## src/rtl/dmux_stream_if.sv

```systemverilog
// Bundle of producer-side and consumer-side stream signals for dmux_stream.
// Handshake: a word moves on a rising edge where valid and ready are both 1;
// ready never looks at valid, and a producer holding valid without ready keeps
// its payload stable until the transfer happens.
interface dmux_stream_if #(
    parameter int WIDTH    = 16,
    parameter int SEL_BITS = 3
);
    localparam int N = 1 << SEL_BITS;

    logic [WIDTH-1:0]    in_data;
    logic [SEL_BITS-1:0] in_select;
    logic                in_bcast;
    logic                in_valid;
    logic                in_ready;
    logic [N*WIDTH-1:0]  out_data;
    logic [N-1:0]        out_valid;
    logic [N-1:0]        out_ready;
    logic [15:0]         xfer_count;

    // Producer and consumers (environment side)
    modport master (
        output in_data, in_select, in_bcast, in_valid, out_ready,
        input  in_ready, out_data, out_valid, xfer_count
    );

    // Demultiplexer side
    modport slave (
        input  in_data, in_select, in_bcast, in_valid, out_ready,
        output in_ready, out_data, out_valid, xfer_count
    );
endinterface

```

## src/rtl/dmux_stream.sv

```systemverilog
// Registered N-way stream demultiplexer with one-entry output register per
// channel, broadcast mode and a 16-bit accepted-transfer counter.
module dmux_stream #(
    parameter int WIDTH    = 16,
    parameter int SEL_BITS = 3
) (
    input  logic          clk,
    input  logic          rst,
    dmux_stream_if.slave  bus
);
    localparam int N = 1 << SEL_BITS;

    logic [N-1:0]       valid_q, valid_d;
    logic [N*WIDTH-1:0] data_q, data_d;
    logic [15:0]        xfer_count_q, xfer_count_d;

    logic [N-1:0] free;
    logic [N-1:0] target;
    logic         in_ready;
    logic         accept;

    // Ready/target decode: a channel is free when empty or draining this cycle;
    // broadcast needs every channel free at once so there is no partial delivery.
    always_comb begin
        free   = ~valid_q | bus.out_ready;
        target = '0;
        if (bus.in_bcast) begin
            target = '1;
        end else begin
            target[bus.in_select] = 1'b1;
        end
        if (rst) begin
            in_ready = 1'b0;
        end else if (bus.in_bcast) begin
            in_ready = &free;
        end else begin
            in_ready = free[bus.in_select];
        end
        accept = bus.in_valid && in_ready;
    end

    // Next-state: a load into a channel wins over its drain, giving one word
    // per cycle per channel; untargeted channels only clear on drain.
    always_comb begin
        valid_d      = valid_q;
        data_d       = data_q;
        xfer_count_d = xfer_count_q;
        for (int i = 0; i < N; i++) begin
            if (accept && target[i]) begin
                valid_d[i]                = 1'b1;
                data_d[i*WIDTH +: WIDTH] = bus.in_data;
            end else if (bus.out_ready[i]) begin
                valid_d[i] = 1'b0;
            end
        end
        if (accept) begin
            xfer_count_d = xfer_count_q + 16'd1;
        end
    end

    // State registers; reset discards any in-flight word and dominates accept.
    always_ff @(posedge clk) begin
        if (rst) begin
            valid_q      <= '0;
            data_q       <= '0;
            xfer_count_q <= '0;
        end else begin
            valid_q      <= valid_d;
            data_q       <= data_d;
            xfer_count_q <= xfer_count_d;
        end
    end

    assign bus.in_ready   = in_ready;
    assign bus.out_valid  = valid_q;
    assign bus.out_data   = data_q;
    assign bus.xfer_count = xfer_count_q;
endmodule

```

## src/flat_wrapper.sv

```systemverilog
// flat-port wrapper written by rule: the top's interface ports become plain ports
module dmux_stream_flat 
#(
    parameter int WIDTH    = 16,
    parameter int SEL_BITS = 3
)
  (clk, rst, bus_in_data, bus_in_select, bus_in_bcast, bus_in_valid, bus_out_ready, bus_in_ready, bus_out_data, bus_out_valid, bus_xfer_count);
  dmux_stream_if #(.WIDTH(WIDTH), .SEL_BITS(SEL_BITS)) bus_i ();
  input  logic clk;
  input  logic rst;
  input wire logic [$bits(bus_i.in_data)-1:0] bus_in_data;
  input wire logic [$bits(bus_i.in_select)-1:0] bus_in_select;
  input wire logic [$bits(bus_i.in_bcast)-1:0] bus_in_bcast;
  input wire logic [$bits(bus_i.in_valid)-1:0] bus_in_valid;
  input wire logic [$bits(bus_i.out_ready)-1:0] bus_out_ready;
  output wire logic [$bits(bus_i.in_ready)-1:0] bus_in_ready;
  output wire logic [$bits(bus_i.out_data)-1:0] bus_out_data;
  output wire logic [$bits(bus_i.out_valid)-1:0] bus_out_valid;
  output wire logic [$bits(bus_i.xfer_count)-1:0] bus_xfer_count;
  assign bus_i.in_data = bus_in_data;
  assign bus_i.in_select = bus_in_select;
  assign bus_i.in_bcast = bus_in_bcast;
  assign bus_i.in_valid = bus_in_valid;
  assign bus_i.out_ready = bus_out_ready;
  assign bus_in_ready = bus_i.in_ready;
  assign bus_out_data = bus_i.out_data;
  assign bus_out_valid = bus_i.out_valid;
  assign bus_xfer_count = bus_i.xfer_count;
  dmux_stream #(.WIDTH(WIDTH), .SEL_BITS(SEL_BITS)) u_core (.clk(clk), .rst(rst), .bus(bus_i));
endmodule
```

## config.mk

```make
export PLATFORM = sky130hd
export DESIGN_NAME = dmux_stream_flat
export DESIGN_NICKNAME = d
export VERILOG_FILES = /design/src/rtl/dmux_stream_if.sv /design/src/rtl/dmux_stream.sv /design/src/flat_wrapper.sv
export SDC_FILE = /design/constraint.sdc
export NUM_CORES = 1
export LEC_CHECK = 0
export CAP_MARGIN = 20
export CORE_MARGIN = 2
export CORE_UTILIZATION = 50
export DETAILED_ROUTE_END_ITERATION = 16
export PLACE_DENSITY_LB_ADDON = 0.1
export SLEW_MARGIN = 10
export SYNTH_ARGS = -nofsm -noshare
export SYNTH_HDL_FRONTEND = slang
export SYNTH_SLANG_ARGS = --single-unit
```

## constraint.sdc

```tcl
create_clock -name clk -period 3.4 [get_ports clk]
set_clock_uncertainty 0.05 [all_clocks]
set_input_delay 0.68 -clock clk [delete_from_list [all_inputs] [get_ports clk]]
set_output_delay 0.68 -clock clk [all_outputs]
set_load 0.02 [all_outputs]
```

; ---- Yosys cells after proc, flatten, opt, wreduce, memory -nomap -nowiden
; Cells that the tools add are included.
[word_totals]
reg_bits = 152
out_inout_bits = 153
[classes]
addsub = 1
n_lt_le_gt_ge = 2
mux = 23
bitwise = 2
reduce_logical = 19
[op_table]
columns = operator, n
row1 = 2-to-1 mux 1 bit, 20
row2 = "adder 16 x 1 -> 16 bit, second input constant", 1
row3 = nonzero test 2 bit, 8
row4 = logical AND 1 bit, 10
row5 = 2-to-1 mux 8 bit, 1
row6 = inverter 8 bit, 1
row7 = OR 8 bit, 1
row8 = AND reduction 8 bit, 1
row9 = "< comparator 3 x 4 -> 1 bit, second input constant", 1
row10 = binary-select mux 1 bit (select 3 bit), 1
row11 = demux 1 bit (select 3 bit), 1
row12 = ">= comparator 3 x 1 -> 1 bit, second input constant", 1

; ---- Logic depth before layout (Yosys ltp)
[depth]
word_depth = 9
mapped_depth = 9
ltp_nobuf = 6

; ---- Worst setup path before layout
; Ideal clock, no wire load.
[synth_path]
kind = input-to-output
from = input bus_in_select[1]
to = output bus_in_ready
arrival_ns = 1.960
required_ns = 2.670
slack_ns = 0.710
cell_stages = 6
n_path_buf = 1
path_cell_list = or3b_2 -> o22ai_2 -> nor2_1 -> a21oi_2 -> clkbuf_2 -> nor2_1
[synth_between]
elab_chain_cells = 4
[synth_lines]
columns = item, line
row1 = "start, declared", flat_wrapper.sv:12  ; input wire logic [$bits(bus_i.in_select)-1:0] bus_in_select;
row2 = binary-select mux 1 bit (select 3 bit), dmux_stream.sv:37  ; in_ready = free[bus.in_select];
row3 = 2-to-1 mux 1 bit (not written as such), dmux_stream.sv:37
row4 = 2-to-1 mux 1 bit, dmux_stream.sv:34  ; end else if (bus.in_bcast) begin
row5 = 2-to-1 mux 1 bit, dmux_stream.sv:32  ; if (rst) begin
row6 = "end, declared", flat_wrapper.sv:16  ; output wire logic [$bits(bus_i.in_ready)-1:0] bus_in_ready;
; Every way passes these cells. The select of a mux whose other input is x is not followed.

; ---- Worst setup path in the final report
[layout_path]
from = input bus_in_select[2]
to = output bus_in_ready
; Same word-level chain as after synthesis.

==> impl_metrics.yaml <==
flow_run:
  cap_violations: 0
drt:
  wl_mm: 15.9
  drcViolationCount: 0
  wl_per_cell_um: 17.5
  drt_iter0_drc: 425
  ant_nets: 0
  drt_first_pass_iters: 4
  via_per_inst: 5.25
  vias: 4790
grt:
  use_met2: 0.435
  grt_pass1_vias: 4812
  met1_usage: 0.303
  grt-busiest-layer: "met2"
  antenna_found_initial: 0
  grt_usage: 0.256
  grt_overflow: 0
  met3_usage: 0.0902
  grt_pass1_wl_mm: 25.4
  grt_max_degree: 91
timing:
  setup_viol: 0
  slew_violations: 0
  fmax_ghz: 0.304
  finalHoldViolCount: 0
  relSlewSlack: 0.380
  rsz0062_at_grt: "false"
  tightest_slew_ps: 930
  finalCriticalPeriod_ps: 3290
  fin_crit_sh: 0.968
layout:
  diodes: 0
  drive_gt1_frac: 0.0779
  nFillCells: 836
  layoutNonFillerInstCount: 913
  area_delta_synth_final_pct: 43.7
  final_nets: 789
  design_area_um2: 8450
critical_path:
  critPathKind: "primary input to output port"
  endpoint_kind: "output port"
  required_ps: 2670
  reg2reg_depth: 8
  reg2reg_from: "u_core.bus.out_valid[7]"
  cp.arrival_ps: 2560
  worstReg2RegEnd: "u_core.bus.out_data[118]"
  rrSetupSlack_ps: 1280
  start_kind: "primary input"
  path_max_fanout: 8
clocking:
  clk_path_buf_depth: 2
  numClockSinks: 152
  clk_latency_ps: 420
  cts_hold_buffers: 0
  cts_tree: "built"
  clk_pin_slew_ps: 60
  htree_num_levels: 4
  cts-root-buf: "clkbuf_16"
  cts_setup_buffers: 0
  numCtsBuffers: 17
placed_design:
  dpl_cell_area_um2: 7830
  dp_cells: 881
  numPortBuffers: 183
  place.gp.congestion: 0.824
  dp_hpwl_mm: 10.8
worst_hold_path:
  hold_path_depth: 1
  min_to: "u_core.bus.xfer_count[15]"
  hold_path_class: "flip-flop to flip-flop"
  worstHoldStart: "u_core.bus.xfer_count[15]"
logic_synthesis:
  syn_nets: 620
  postSynthAreaPerCell_um2: 10.0
  synth_cell_types: 36
  yosysWarningCount: 0
  synth-main-ff-cell: "dfxtp_1"
  synth-async-reset-ratio: 0
  syn_area_um2: 5880
  synth_edf_count: 0
  ys_seq_area_frac: 0.517
  ys_ff_latch: 152
  postSynthCellCount: 588
floorplan:
  fp.dieW_um: 112
  initial_core_util: 0.513
  rows: 39
  design.core.area_um2: 11500
  die-height_um: 112
  die_area_um2: 12600
  pin_count: 184
power_and_ir_drop:
  p_leak_nw: 3.91
  power_density_nw_per_um2: 508
  peakVddDrop_v: 0.000433
run_status:
  status: "finished, final reports clean"
## per-layer routing
layer	share of wire	wire length [um]	vias to the layer above
met5	0	0	-
met4	0.014	221	0
met3	0.066	1050	20
met2	0.50	7940	141
met1	0.42	6730	2282
li1	-	-	2347
## sequential cells by signal (all words and copies together) (netlist names)
signal	cells
u_core.bus.out_data	128
u_core.bus.xfer_count	16
u_core.bus.out_valid	8
## per-stage QoR
step	setup WS [ps]	setup TNS, ps	hold WS, ps	total power, W	utilization
2_1_floorplan	710	0	514	0.00219	-
3_3_place_gp	-57.3	-57.3	393	0.00239	0.683
3_5_place_dp	-133	-133	425	0.00240	0.683
4_1_cts	98.8	0	434	0.00433	0.736
5_1_grt	31.7	0	463	0.00444	0.737
6_report	110	0	424	0.00430	0.737
## timing repair
item | 4_1_cts | 5_1_grt
endpoints found under the setup margin | 1 | 1
endpoints found under the hold margin | 0 | 0
resized for setup | 2 | 2
## cell usage after synthesis, drive strengths merged (3+ instances only)
master / number / area (um^2)
or3: 8 / 50.1
a21oi: 29 / 149
o211ai: 5 / 37.5
nand3b: 4 / 30.0
nand2: 6 / 22.5
o22ai: 3 / 31.3
buf: 19 / 164
clkbuf: 34 / 129
o31ai: 7 / 52.6
o21ai: 12 / 60.1
nand4: 5 / 31.3
or4: 7 / 52.6
or3b: 3 / 26.3
nand2b: 8 / 50.1
mux2i: 128 / 1280
inv: 6 / 22.5
nand3: 7 / 35.0
nor2: 132 / 495
dfxtp: 152 / 3040
## area by class of cell
| class | instances | area [um^2] | share of cell area |
|---|---|---|---|
| multi-input combinational | 377 | 2540 | 0.300 |
| clock inverter | 7 | 115 | 0.0136 |
| inverter | 6 | 22.5 | 0.00267 |
| tap | 143 | 179 | 0.0212 |
| timing repair buffer | 203 | 2060 | 0.244 |
| clock buffer | 25 | 495 | 0.0586 |
| sequential | 152 | 3040 | 0.360 |
## report_power, final
group / leakage, nW / total [W] / switching [W] / internal (W)
logic: 2.38 / 0.000496 / 0.000272 / 0.000224
registers: 1.23 / 0.00187 / 0.0000301 / 0.00184
clock network: 0.293 / 0.00193 / 0.000699 / 0.00123
## logic make-up after synthesis
logic type	after synthesis	share of synthesized area
DFF	152	0.517
muxes	128	0.218
buffers and inverters	59	0.0536
AOI/OAI and AO/OA	60	0.0621
and+or+nand+nor	188	0.147
adders and majority gates	1	0.00213
## worst max-delay path: stages
cell and delay, ps:
clkdlybuf4s50_1 610, or3b_1 430, o21ai_2 240, nor3_4 60, a21oi_2 160, nor2_1 60, dlygate4sd2_1 320
## cells in the final DEF, fill, tap and decap left out, drive strengths merged
cell type	count
nand3b	4
nand2	6
bufinv	3
nand3	7
o311ai	1
or3b	3
clkinvlp	2
nor2	132
clkdlybuf4s50	179
o41ai	1
and3	2
or2	1
dlygate4sd2	1
buf	21
and2	1
nor2b	1
nor3	2
ha	1
a21oi	29
nor4	1
mux2i	128
or4	7
o211ai	5
clkbuf	25
inv	6
a2111oi	2
dfxtp	152
o31ai	7
nand4	5
dlymetal6s2s	2
o22ai	3
clkinv	2
o21ai	12
or3	8
nand2b	8
## worst max path at each step
stage	from	endpoint	slack, ps
3_5_place_dp	bus_in_select[2]	bus_in_ready	-130
3_3_place_gp	bus_in_select[0]	bus_in_ready	-60
6_report	bus_in_select[2]	bus_in_ready	110
5_1_grt	bus_in_select[2]	bus_in_ready	30
2_1_floorplan	bus_in_select[1]	bus_in_ready	710
4_1_cts	bus_in_select[0]	bus_in_ready	100
Note: power is estimated with default switching activity, not from simulation.
